**src/rtl/hazard_ctrl_if.sv**
```systemverilog
// Hazard/sequencer bundle between the 5-stage pipeline datapath (master) and hazard_ctrl (slave).
// Carries register indices, busy/branch status, stall/flush/forward controls and perf counters.
interface hazard_ctrl_if #(
    parameter int REG_ADDR_WIDTH = 5,
    parameter int CNT_WIDTH      = 32
);
    logic [REG_ADDR_WIDTH-1:0] Rs1D;
    logic [REG_ADDR_WIDTH-1:0] Rs2D;
    logic [REG_ADDR_WIDTH-1:0] Rs1E;
    logic [REG_ADDR_WIDTH-1:0] Rs2E;
    logic [REG_ADDR_WIDTH-1:0] RdE;
    logic [REG_ADDR_WIDTH-1:0] RdM;
    logic [REG_ADDR_WIDTH-1:0] RdW;
    logic                      ResultSrcE0;
    logic                      RegWriteM;
    logic                      RegWriteW;
    logic                      PCSrcE;
    logic                      ImemBusyF;
    logic                      DmemBusyM;

    logic                      StallF;
    logic                      StallD;
    logic                      StallE;
    logic                      StallM;
    logic                      FlushD;
    logic                      FlushE;
    logic                      FlushW;
    logic                      FetchAbort;
    logic [1:0]                ForwardAE;
    logic [1:0]                ForwardBE;
    logic                      MemTimeout;
    logic [CNT_WIDTH-1:0]      StallCycles;
    logic [CNT_WIDTH-1:0]      FlushCount;

    modport master (
        output Rs1D, Rs2D, Rs1E, Rs2E, RdE, RdM, RdW,
        output ResultSrcE0, RegWriteM, RegWriteW, PCSrcE, ImemBusyF, DmemBusyM,
        input  StallF, StallD, StallE, StallM, FlushD, FlushE, FlushW, FetchAbort,
        input  ForwardAE, ForwardBE, MemTimeout, StallCycles, FlushCount
    );

    modport slave (
        input  Rs1D, Rs2D, Rs1E, Rs2E, RdE, RdM, RdW,
        input  ResultSrcE0, RegWriteM, RegWriteW, PCSrcE, ImemBusyF, DmemBusyM,
        output StallF, StallD, StallE, StallM, FlushD, FlushE, FlushW, FetchAbort,
        output ForwardAE, ForwardBE, MemTimeout, StallCycles, FlushCount
    );
endinterface

```
**src/rtl/hazard_ctrl.sv**
```systemverilog
// Pipeline sequencer: stall/flush/forward control plus fetch/data-memory wait FSM with timeout.
// Optional performance counters are built only when HAZARD_PERF_EN is defined.
module hazard_ctrl #(
    parameter int REG_ADDR_WIDTH = 5,
    parameter int MEM_TIMEOUT    = 64,
    parameter int CNT_WIDTH      = 32
) (
    input  logic          clk,
    input  logic          rst_n,
    hazard_ctrl_if.slave  hz
);

    typedef enum logic [1:0] {
        ST_RUN        = 2'd0,
        ST_FETCH_WAIT = 2'd1,
        ST_MEM_WAIT   = 2'd2
    } state_e;

    typedef struct packed {
        logic stall_f;
        logic stall_d;
        logic stall_e;
        logic stall_m;
        logic flush_d;
        logic flush_e;
        logic flush_w;
        logic fetch_abort;
    } ctl_t;

    localparam int WAIT_W = $clog2(MEM_TIMEOUT + 32'sd1);

    localparam ctl_t CTL_IDLE     = ctl_t'(8'b0000_0000);
    localparam ctl_t CTL_MEM_WAIT = ctl_t'(8'b1111_0010);
    localparam ctl_t CTL_RESET    = ctl_t'(8'b0000_1110);

    localparam logic [REG_ADDR_WIDTH-1:0] REG_ZERO  = {REG_ADDR_WIDTH{1'b0}};
    localparam logic [WAIT_W-1:0]         WAIT_ZERO = {WAIT_W{1'b0}};
    localparam logic [WAIT_W-1:0]         WAIT_ONE  = {{(WAIT_W-1){1'b0}}, 1'b1};
    localparam logic [WAIT_W-1:0]         WAIT_MAX  = WAIT_W'(MEM_TIMEOUT);
    localparam logic [WAIT_W-1:0]         WAIT_LAST = WAIT_W'(MEM_TIMEOUT - 32'sd1);

    state_e              state_r;
    state_e              next_state_s;
    ctl_t                run_ctl_s;
    ctl_t                ctl_s;
    ctl_t                out_ctl_s;
    logic                lw_stall_s;
    logic [1:0]          fwd_a_s;
    logic [1:0]          fwd_b_s;
    logic [WAIT_W-1:0]   wait_cnt_r;
    logic                mem_timeout_r;

    assign lw_stall_s = hz.ResultSrcE0 && (hz.RdE != REG_ZERO) &&
                        ((hz.RdE == hz.Rs1D) || (hz.RdE == hz.Rs2D));

    // Forwarding select for both E-stage operands; the younger M result wins over W.
    always_comb begin
        fwd_a_s = 2'b00;
        fwd_b_s = 2'b00;
        if (hz.RegWriteM && (hz.RdM != REG_ZERO) && (hz.RdM == hz.Rs1E)) begin
            fwd_a_s = 2'b10;
        end else if (hz.RegWriteW && (hz.RdW != REG_ZERO) && (hz.RdW == hz.Rs1E)) begin
            fwd_a_s = 2'b01;
        end else begin
            fwd_a_s = 2'b00;
        end
        if (hz.RegWriteM && (hz.RdM != REG_ZERO) && (hz.RdM == hz.Rs2E)) begin
            fwd_b_s = 2'b10;
        end else if (hz.RegWriteW && (hz.RdW != REG_ZERO) && (hz.RdW == hz.Rs2E)) begin
            fwd_b_s = 2'b01;
        end else begin
            fwd_b_s = 2'b00;
        end
    end

    // Priority rules used whenever the sequencer is (or returns to) running.
    always_comb begin
        run_ctl_s = CTL_IDLE;
        if (hz.DmemBusyM) begin
            run_ctl_s = CTL_MEM_WAIT;
        end else if (hz.PCSrcE) begin
            run_ctl_s.flush_d     = 1'b1;
            run_ctl_s.flush_e     = 1'b1;
            run_ctl_s.fetch_abort = hz.ImemBusyF;
        end else if (lw_stall_s) begin
            run_ctl_s.stall_f = 1'b1;
            run_ctl_s.stall_d = 1'b1;
            run_ctl_s.flush_e = 1'b1;
        end else if (hz.ImemBusyF) begin
            run_ctl_s.stall_f = 1'b1;
            run_ctl_s.flush_d = 1'b1;
        end else begin
            run_ctl_s = CTL_IDLE;
        end
    end

    // Next-state and Mealy control decode.
    always_comb begin
        next_state_s = state_r;
        ctl_s        = run_ctl_s;
        case (state_r)
            ST_RUN: begin
                ctl_s = run_ctl_s;
                if (hz.DmemBusyM) begin
                    next_state_s = ST_MEM_WAIT;
                end else if (hz.PCSrcE || lw_stall_s) begin
                    next_state_s = ST_RUN;
                end else if (hz.ImemBusyF) begin
                    next_state_s = ST_FETCH_WAIT;
                end else begin
                    next_state_s = ST_RUN;
                end
            end
            ST_FETCH_WAIT: begin
                if (hz.DmemBusyM) begin
                    ctl_s        = CTL_MEM_WAIT;
                    next_state_s = ST_MEM_WAIT;
                end else if (hz.PCSrcE) begin
                    // A redirect kills the fetch still in flight, busy or not.
                    ctl_s             = CTL_IDLE;
                    ctl_s.fetch_abort = 1'b1;
                    ctl_s.flush_d     = 1'b1;
                    ctl_s.flush_e     = 1'b1;
                    next_state_s      = ST_RUN;
                end else if (hz.ImemBusyF) begin
                    ctl_s         = CTL_IDLE;
                    ctl_s.stall_f = 1'b1;
                    if (lw_stall_s) begin
                        ctl_s.stall_d = 1'b1;
                        ctl_s.flush_e = 1'b1;
                    end else begin
                        ctl_s.flush_d = 1'b1;
                    end
                    next_state_s = ST_FETCH_WAIT;
                end else begin
                    ctl_s        = run_ctl_s;
                    next_state_s = ST_RUN;
                end
            end
            ST_MEM_WAIT: begin
                if (hz.DmemBusyM) begin
                    ctl_s        = CTL_MEM_WAIT;
                    next_state_s = ST_MEM_WAIT;
                end else if (hz.ImemBusyF && !hz.PCSrcE) begin
                    ctl_s        = run_ctl_s;
                    next_state_s = ST_FETCH_WAIT;
                end else begin
                    ctl_s        = run_ctl_s;
                    next_state_s = ST_RUN;
                end
            end
            default: begin
                ctl_s        = CTL_IDLE;
                next_state_s = ST_RUN;
            end
        endcase
    end

    // FSM state register.
    always_ff @(posedge clk or negedge rst_n) begin
        if (!rst_n) begin
            state_r <= ST_RUN;
        end else begin
            state_r <= next_state_s;
        end
    end

    // Wait-cycle counter; the timeout flag latches on the MEM_TIMEOUT-th consecutive wait cycle.
    always_ff @(posedge clk or negedge rst_n) begin
        if (!rst_n) begin
            wait_cnt_r    <= WAIT_ZERO;
            mem_timeout_r <= 1'b0;
        end else begin
            if (next_state_s == ST_RUN) begin
                wait_cnt_r <= WAIT_ZERO;
            end else if ((state_r != ST_RUN) && (wait_cnt_r != WAIT_MAX)) begin
                wait_cnt_r <= wait_cnt_r + WAIT_ONE;
            end else begin
                wait_cnt_r <= wait_cnt_r;
            end
            if ((state_r != ST_RUN) && (wait_cnt_r == WAIT_LAST)) begin
                mem_timeout_r <= 1'b1;
            end else begin
                mem_timeout_r <= mem_timeout_r;
            end
        end
    end

    // Reset forces bubbles into every register regardless of inputs.
    assign out_ctl_s     = rst_n ? ctl_s : CTL_RESET;
    assign hz.StallF     = out_ctl_s.stall_f;
    assign hz.StallD     = out_ctl_s.stall_d;
    assign hz.StallE     = out_ctl_s.stall_e;
    assign hz.StallM     = out_ctl_s.stall_m;
    assign hz.FlushD     = out_ctl_s.flush_d;
    assign hz.FlushE     = out_ctl_s.flush_e;
    assign hz.FlushW     = out_ctl_s.flush_w;
    assign hz.FetchAbort = out_ctl_s.fetch_abort;
    assign hz.ForwardAE  = rst_n ? fwd_a_s : 2'b00;
    assign hz.ForwardBE  = rst_n ? fwd_b_s : 2'b00;
    assign hz.MemTimeout = mem_timeout_r;

`ifdef HAZARD_PERF_EN
    localparam logic [CNT_WIDTH-1:0] CNT_ZERO = {CNT_WIDTH{1'b0}};
    localparam logic [CNT_WIDTH-1:0] CNT_ONE  = {{(CNT_WIDTH-1){1'b0}}, 1'b1};

    logic [CNT_WIDTH-1:0] stall_cycles_r;
    logic [CNT_WIDTH-1:0] flush_count_r;

    // Free-running, wrapping stall and flush event counters.
    always_ff @(posedge clk or negedge rst_n) begin
        if (!rst_n) begin
            stall_cycles_r <= CNT_ZERO;
            flush_count_r  <= CNT_ZERO;
        end else begin
            if (ctl_s.stall_f) begin
                stall_cycles_r <= stall_cycles_r + CNT_ONE;
            end else begin
                stall_cycles_r <= stall_cycles_r;
            end
            if (ctl_s.flush_d || ctl_s.flush_e) begin
                flush_count_r <= flush_count_r + CNT_ONE;
            end else begin
                flush_count_r <= flush_count_r;
            end
        end
    end

    assign hz.StallCycles = stall_cycles_r;
    assign hz.FlushCount  = flush_count_r;
`else
    assign hz.StallCycles = {CNT_WIDTH{1'b0}};
    assign hz.FlushCount  = {CNT_WIDTH{1'b0}};
`endif

endmodule

```
**src/flat_wrapper.sv**
```systemverilog
// flat-port wrapper written by rule: the top's interface ports become plain ports
module hazard_ctrl_flat 
#(
    parameter int REG_ADDR_WIDTH = 5,
    parameter int MEM_TIMEOUT    = 64,
    parameter int CNT_WIDTH      = 32
)
  (clk, rst_n, hz_Rs1D, hz_Rs2D, hz_Rs1E, hz_Rs2E, hz_RdE, hz_RdM, hz_RdW, hz_ResultSrcE0, hz_RegWriteM, hz_RegWriteW, hz_PCSrcE, hz_ImemBusyF, hz_DmemBusyM, hz_StallF, hz_StallD, hz_StallE, hz_StallM, hz_FlushD, hz_FlushE, hz_FlushW, hz_FetchAbort, hz_ForwardAE, hz_ForwardBE, hz_MemTimeout, hz_StallCycles, hz_FlushCount);
  hazard_ctrl_if #(.REG_ADDR_WIDTH(REG_ADDR_WIDTH), .CNT_WIDTH(CNT_WIDTH)) hz_i ();
  input  logic clk;
  input  logic rst_n;
  input wire logic [$bits(hz_i.Rs1D)-1:0] hz_Rs1D;
  input wire logic [$bits(hz_i.Rs2D)-1:0] hz_Rs2D;
  input wire logic [$bits(hz_i.Rs1E)-1:0] hz_Rs1E;
  input wire logic [$bits(hz_i.Rs2E)-1:0] hz_Rs2E;
  input wire logic [$bits(hz_i.RdE)-1:0] hz_RdE;
  input wire logic [$bits(hz_i.RdM)-1:0] hz_RdM;
  input wire logic [$bits(hz_i.RdW)-1:0] hz_RdW;
  input wire logic [$bits(hz_i.ResultSrcE0)-1:0] hz_ResultSrcE0;
  input wire logic [$bits(hz_i.RegWriteM)-1:0] hz_RegWriteM;
  input wire logic [$bits(hz_i.RegWriteW)-1:0] hz_RegWriteW;
  input wire logic [$bits(hz_i.PCSrcE)-1:0] hz_PCSrcE;
  input wire logic [$bits(hz_i.ImemBusyF)-1:0] hz_ImemBusyF;
  input wire logic [$bits(hz_i.DmemBusyM)-1:0] hz_DmemBusyM;
  output wire logic [$bits(hz_i.StallF)-1:0] hz_StallF;
  output wire logic [$bits(hz_i.StallD)-1:0] hz_StallD;
  output wire logic [$bits(hz_i.StallE)-1:0] hz_StallE;
  output wire logic [$bits(hz_i.StallM)-1:0] hz_StallM;
  output wire logic [$bits(hz_i.FlushD)-1:0] hz_FlushD;
  output wire logic [$bits(hz_i.FlushE)-1:0] hz_FlushE;
  output wire logic [$bits(hz_i.FlushW)-1:0] hz_FlushW;
  output wire logic [$bits(hz_i.FetchAbort)-1:0] hz_FetchAbort;
  output wire logic [$bits(hz_i.ForwardAE)-1:0] hz_ForwardAE;
  output wire logic [$bits(hz_i.ForwardBE)-1:0] hz_ForwardBE;
  output wire logic [$bits(hz_i.MemTimeout)-1:0] hz_MemTimeout;
  output wire logic [$bits(hz_i.StallCycles)-1:0] hz_StallCycles;
  output wire logic [$bits(hz_i.FlushCount)-1:0] hz_FlushCount;
  assign hz_i.Rs1D = hz_Rs1D;
  assign hz_i.Rs2D = hz_Rs2D;
  assign hz_i.Rs1E = hz_Rs1E;
  assign hz_i.Rs2E = hz_Rs2E;
  assign hz_i.RdE = hz_RdE;
  assign hz_i.RdM = hz_RdM;
  assign hz_i.RdW = hz_RdW;
  assign hz_i.ResultSrcE0 = hz_ResultSrcE0;
  assign hz_i.RegWriteM = hz_RegWriteM;
  assign hz_i.RegWriteW = hz_RegWriteW;
  assign hz_i.PCSrcE = hz_PCSrcE;
  assign hz_i.ImemBusyF = hz_ImemBusyF;
  assign hz_i.DmemBusyM = hz_DmemBusyM;
  assign hz_StallF = hz_i.StallF;
  assign hz_StallD = hz_i.StallD;
  assign hz_StallE = hz_i.StallE;
  assign hz_StallM = hz_i.StallM;
  assign hz_FlushD = hz_i.FlushD;
  assign hz_FlushE = hz_i.FlushE;
  assign hz_FlushW = hz_i.FlushW;
  assign hz_FetchAbort = hz_i.FetchAbort;
  assign hz_ForwardAE = hz_i.ForwardAE;
  assign hz_ForwardBE = hz_i.ForwardBE;
  assign hz_MemTimeout = hz_i.MemTimeout;
  assign hz_StallCycles = hz_i.StallCycles;
  assign hz_FlushCount = hz_i.FlushCount;
  hazard_ctrl #(.REG_ADDR_WIDTH(REG_ADDR_WIDTH), .MEM_TIMEOUT(MEM_TIMEOUT), .CNT_WIDTH(CNT_WIDTH)) u_core (.clk(clk), .rst_n(rst_n), .hz(hz_i));
endmodule
```
**config.mk**
```make
export PLATFORM = sky130hd
export DESIGN_NAME = hazard_ctrl_flat
export DESIGN_NICKNAME = d
export VERILOG_FILES = /design/src/rtl/hazard_ctrl_if.sv /design/src/rtl/hazard_ctrl.sv /design/src/flat_wrapper.sv
export SDC_FILE = /design/constraint.sdc
export NUM_CORES = 1
export LEC_CHECK = 0
export BUFFER_PORTS_ARGS = -buffer_cell sky130_fd_sc_hd__buf_4
export CAP_MARGIN = 30
export CORE_MARGIN = 4
export CORE_UTILIZATION = 40
export DETAILED_ROUTE_END_ITERATION = 10
export PLACE_DENSITY = 0.81
export RECOVER_POWER = 25
export REMOVE_ABC_BUFFERS = 1
export SLEW_MARGIN = 5
export SYNTH_ARGS = -nofsm -noshare
export SYNTH_HDL_FRONTEND = slang
export SYNTH_SLANG_ARGS = --single-unit
```
**constraint.sdc**
```tcl
create_clock -name clk -period 2.35 [get_ports clk]
set_input_delay 0.47 -clock clk [delete_from_list [all_inputs] [get_ports clk]]
set_output_delay 0.47 -clock clk [all_outputs]
set_load 0.02 [all_outputs]
```
# ---- After elaboration in Yosys (flattened, before gate mapping)
# Index checks and enable logic that the tools add are counted.
# Widths: inputs -> output; s select.
dict set report totals {
  word_cells 66
  reg_bits 10
  input_bits 43
  out_inout_bits 77
}
dict set report op_classes {
  n_mux 31
  add_sub_neg 1
  eq_ne 10
  reduce_logical 21
}
# op count
set ops {}
lappend ops {{$mux 8} 6}
lappend ops {{$eq 5x5->1} 6}
lappend ops {{$pmux 8 s3} 1}
lappend ops {{$mux 2} 10}
lappend ops {{$reduce_bool 5->1} 3}
lappend ops {{$mux 7} 2}
lappend ops {{$logic_and 1x1->1} 11}
lappend ops {{$mux 1} 10}
lappend ops {{$add 7x1->7 const B} 1}
lappend ops {{$eq 7x6->1 const B} 1}
lappend ops {{$ne 7x7->1 const B} 1}
lappend ops {{$pmux 2 s3} 1}
lappend ops {{$logic_not 2->1} 2}
lappend ops {{$mux 4} 1}
lappend ops {{$reduce_bool 2->1} 2}
lappend ops {{$eq 2x1->1 const B} 1}
lappend ops {{$eq 2x2->1 const B} 1}
lappend ops {{$logic_or 1x1->1} 2}
lappend ops {{$logic_not 1->1} 1}

# ---- Logic depth before layout (Yosys ltp)
dict set report logic_depth {
  depth_word 11
  depth_mapped 6
  mapped_depth_nobuf 6
}

# ---- Least setup slack after synthesis
# No wires, ideal clock.
dict set report synth_path {
  path_type {input-to-output}
  from {in hz_RdM[0]}
  to {out hz_ForwardAE[0]}
  path_stages 4
  setup_slack_ps -59
  required_time_ps 1880
  n_path_buf 0
  arrival_ps 1939
  path_cell_list {or4_1 o21ai_1 nor4_1 nor4_1}
}
dict set report synth_between {
  elab_chain_len 5
  word_cells_on_any_way 6
  cone_classes {1 x eq/ne; 2 x mux; 3 x reduce/logical}
}
# element line_no
set synth_rtl {}
lappend synth_rtl {{from (decl)} flat_wrapper.sv:17} ;# input wire logic [$bits(hz_i.RdM)-1:0] hz_RdM;
lappend synth_rtl {{$reduce_bool 5->1} hazard_ctrl.sv:60} ;# if (hz.RegWriteM && (hz.RdM != REG_ZERO) && (hz.RdM == hz.Rs1E)) begin
lappend synth_rtl {{$logic_and 1x1->1} hazard_ctrl.sv:60}
lappend synth_rtl {{$logic_and 1x1->1 *} hazard_ctrl.sv:60}
lappend synth_rtl {{$mux 2 *} hazard_ctrl.sv:60}
lappend synth_rtl {{$mux 2 *} hazard_ctrl.sv:199} ;# assign hz.ForwardAE = rst_n ? fwd_a_s : 2'b00;
lappend synth_rtl {{to (decl)} flat_wrapper.sv:33} ;# output wire logic [$bits(hz_i.ForwardAE)-1:0] hz_ForwardAE;
# Mark *: on every way between the ends. The rest lies on a longest branch, timed or not.

# ---- Worst setup path in the final report
dict set report layout_path {
  from {in hz_RdM[0]}
  to {out hz_ForwardBE[0]}
}
dict set report layout_between {
  elab_chain_len 5
  word_cells_on_any_way 6
  cone_classes {1 x eq/ne; 2 x mux; 3 x reduce/logical}
}
# element line_no
set layout_rtl {}
lappend layout_rtl {{$reduce_bool 5->1} hazard_ctrl.sv:67} ;# if (hz.RegWriteM && (hz.RdM != REG_ZERO) && (hz.RdM == hz.Rs2E)) begin
lappend layout_rtl {{$logic_and 1x1->1} hazard_ctrl.sv:67}
lappend layout_rtl {{$logic_and 1x1->1 *} hazard_ctrl.sv:67}
lappend layout_rtl {{$mux 2 *} hazard_ctrl.sv:67}
lappend layout_rtl {{$mux 2 *} hazard_ctrl.sv:200} ;# assign hz.ForwardBE = rst_n ? fwd_b_s : 2'b00;
lappend layout_rtl {{to (decl)} flat_wrapper.sv:34} ;# output wire logic [$bits(hz_i.ForwardBE)-1:0] hz_ForwardBE;
# Marks and branches as above.

==> qor.csv <==
stage,metric,value,unit
run_status,status,"complete, no violations",
placed_design,place_inst,284,
timing,fin_tns_setup,0,ns
timing,rsz0062_at_grt,yes,
power_and_ir_drop,max-vdd-ir-drop,0.000171,V
critical_path,arrival,1.86,ns
global_route,grt_max_degree,17,
cells_and_area,layout_commonest_cell,conb_1,
timing,relSlewSlack,65.6,%
die,die_h,69.9,um
synthesis,synthCells,183,
cells_and_area,layoutNonFillerInstCount,287,
global_route,grt_pass1_vias,1161,
synthesis,yosysTopAreaCellShare,31.8,%
die,design.portCount,120,
cells_and_area,drive_gt1_share,28.5,%
clock_network,worst_skew_pair.late_latency,0.23,ns
critical_path,crit_fanout,3,
cells_and_area,layout_common_cells,"conb_1, buf_4, xor2_1, dfrtp_1",
global_route,grt_usage,12.6,%
critical_path,endpoint_kind,output pin,
clock_network,clk_pin_slew,0.04,ns
cells_and_area,utilization,49.1,%
die,die_width,69.9,um
cells_and_area,final_nets,286,
placed_design,dpl_cell_area,1760,sq um
critical_path,path_delay_family,simple AND/OR/NAND/NOR gates,
clock_network,cts_tree,done,
synthesis,synth_area,1530,sq um
synthesis,async_reset_ff_share,100,%
die,rows,22,
route,drt_iter0_drc,31,
clock_network,cts_buffers,3,
synthesis,synth_top_area_cell,buf_4,
clock_network,cts.path.max_buffers,2,
route,vias,1224,
die,dieArea,4890,sq um
synthesis,synth_warnings,0,
timing,setup_viol,0,
cells_and_area,stdcell_area,1810,sq um
run,drv_cap,0,
route,vias_per_cell,4.26,
placed_design,portBuffers,55,
synthesis,yosys_most_used_dff,dfrtp_1,
timing,slew_violations,0,
timing,post-route-period-util,99.3,%
timing,finalCriticalPeriod,2.33,ns
synthesis,ys_seq_area_share,16.3,%
critical_path,critPathBufInv,2,
route,wl_per_cell,11.3,um
die,core,3690,sq um
clock_network,cts.htree.levels,1,
clock_network,postCtsHoldBufs,0,
die,initial_core_util,41.6,%
timing,hold_viol_final,0,
global_route,antenna_found_initial,0,
min_path,hold_class,in -> async,
clock_network,cts.sinks,10,
timing,fin_hold_ws,0.270,ns
route,drt_pass1_iterations,4,
power_and_ir_drop,p_per_area,381,nW/um^2
critical_path,cp.required,1.88,ns
global_route,grt_pass1_wl,5110,um
critical_path,start_kind,input port,
critical_path,path_class,in -> out,
power_and_ir_drop,power_leakage,0.911,nW
synthesis,synth_cell_types,34,
route,antenna_left,0,
clock_network,cts-root-buf,clkbuf_8,
synthesis,avgSynthCellArea,8.38,sq um
critical_path,critical-path-slowest-cell,or4_1,
critical_path,slowest_delay,0.56,ns
global_route,grt-ovfl-total,0,
critical_path,crit_chain,"buf_4, or4_1, o21ai_2, nor4_1, nor4_1, buf_4",
placed_design,post-dp-hpwl,2830,um
route,wirelength,3250,um
cells_and_area,syn_to_final_growth,17.9,%
cells_and_area,nFillCells,367,
timing,fmax,429,MHz
placed_design,gp_congestion,0.832,
timing,clock-skew-final,0.00192,ns
route,drcViolationCount,0,
synthesis,synth_edf_count,0,
timing,worst_pin_slew,0.509,ns
synthesis,ys_ff_latch,10,
synthesis,synth_area_leaders,"buf_4, dfrtp_1, xor2_1, xnor2_1, a211oi_1",
cells_and_area,antenna_cells,0,
==> worst reg2reg max path: cells and delay by family, from the launching register on <==
family                   cells  cell delay, ns
buffers and inverters        1            0.06
adder cells (fa/ha/maj)      1            0.20
AND/OR/NAND/NOR              1            0.16
flip-flops                   1            0.40
XOR/XNOR                     1            0.16
AO/OA/AOI/OAI                2            0.57
==> path summary, 6_finish.rpt <==
kind,from,endpoint,slack [ns],cells past startpoint
worst max-delay path,hz_RdM[0],hz_ForwardBE[0],0.02,6
worst min-delay path,rst_n,u_core.wait_cnt_r[3]$_DFFE_PN0P_,0.27,2
worst max register to register,u_core.wait_cnt_r[0]$_DFFE_PN0P_,u_core.wait_cnt_r[4]$_DFFE_PN0P_,0.70,6
worst min register to register,u_core.hz.MemTimeout$_DFFE_PN0P_,u_core.hz.MemTimeout$_DFFE_PN0P_,0.46,1
max in group asynchronous,rst_n,u_core.wait_cnt_r[2]$_DFFE_PN0P_,1.92,2
min in group clk,u_core.hz.MemTimeout$_DFFE_PN0P_,u_core.hz.MemTimeout$_DFFE_PN0P_,0.46,1
==> per-stage QoR <==
step	total power [W]	worst slack (ns)
6_report	0.000690	0.0166
5_1_grt	0.000737	-0.0626
4_1_cts	0.000693	0.0369
3_5_place_dp	0.000516	0.0369
3_3_place_gp	0.000511	0.0475
2_1_floorplan	0.000399	-0.0591
==> registers in the layout (all words and copies together) (netlist names) <==
| register | flops |
|---|---|
| u_core.hz.MemTimeout | 1 |
| u_core.state_r | 2 |
| u_core.wait_cnt_r | 7 |
==> metal layers <==
| layer | up-vias | track usage [%] | wire, um | share of wire (%) |
|---|---|---|---|---|
| met5 | - | 0 | 0 | 0 |
| met4 | 0 | 7.23 | 99 | 3.0 |
| met3 | 10 | 2.30 | 260 | 8.0 |
| met2 | 62 | 21.6 | 1690 | 52 |
| met1 | 543 | 14.5 | 1200 | 37 |
| li1 | 609 | - | - | - |
==> synthesized netlist by cell type (4+ instances only) <==
cell type and count:
buf_4 65, xor2_1 27, dfrtp_1 10, a211oi_1 8, xnor2_1 8, nor2_1 6
inv_1 5, nand2_1 5, nor4_1 5, nor3_1 4, o21ai_0 4, or4_1 4
==> what timing repair did <==
| action | CTS | global route |
|---|---|---|
| gates resized for setup | 0 | 2 |
| setup endpoints to repair | 0 | 3 |
| setup buffers | 0 | 0 |
==> power breakdown <==
| group | internal [W] | switching, W |
|---|---|---|
| combinational | 0.000118 | 0.000202 |
| sequential | 0.000184 | 0.0000117 |
| clock | 0.000112 | 0.0000623 |
| total | 0.000413 | 0.000276 |
==> area by class of cell <==
cell class                      instances  area [sq um]  area share (%)
Clock buffer                            3          41.3            2.28
Inverter                                5          18.8            1.04
Multi-Input combinational cell        164          1010            56.1
Sequential cell                        10           250            13.8
Tap cell                               48          60.1            3.32
Timing Repair Buffer                   57           424            23.4
==> cell families (layout without fill, tap and decap cells) <==
logic type,after synthesis,in the layout,share of synthesized area (%)
xor+xnor,35,35,20.0
fa+ha+maj,2,2,1.63
flops,10,10,16.3
simple gates,36,36,13.3
buf+inv,72,65,33.5
other cells,1,64,0.244
compound gates,27,27,15.0
Power figures use the tool's default switching activity.
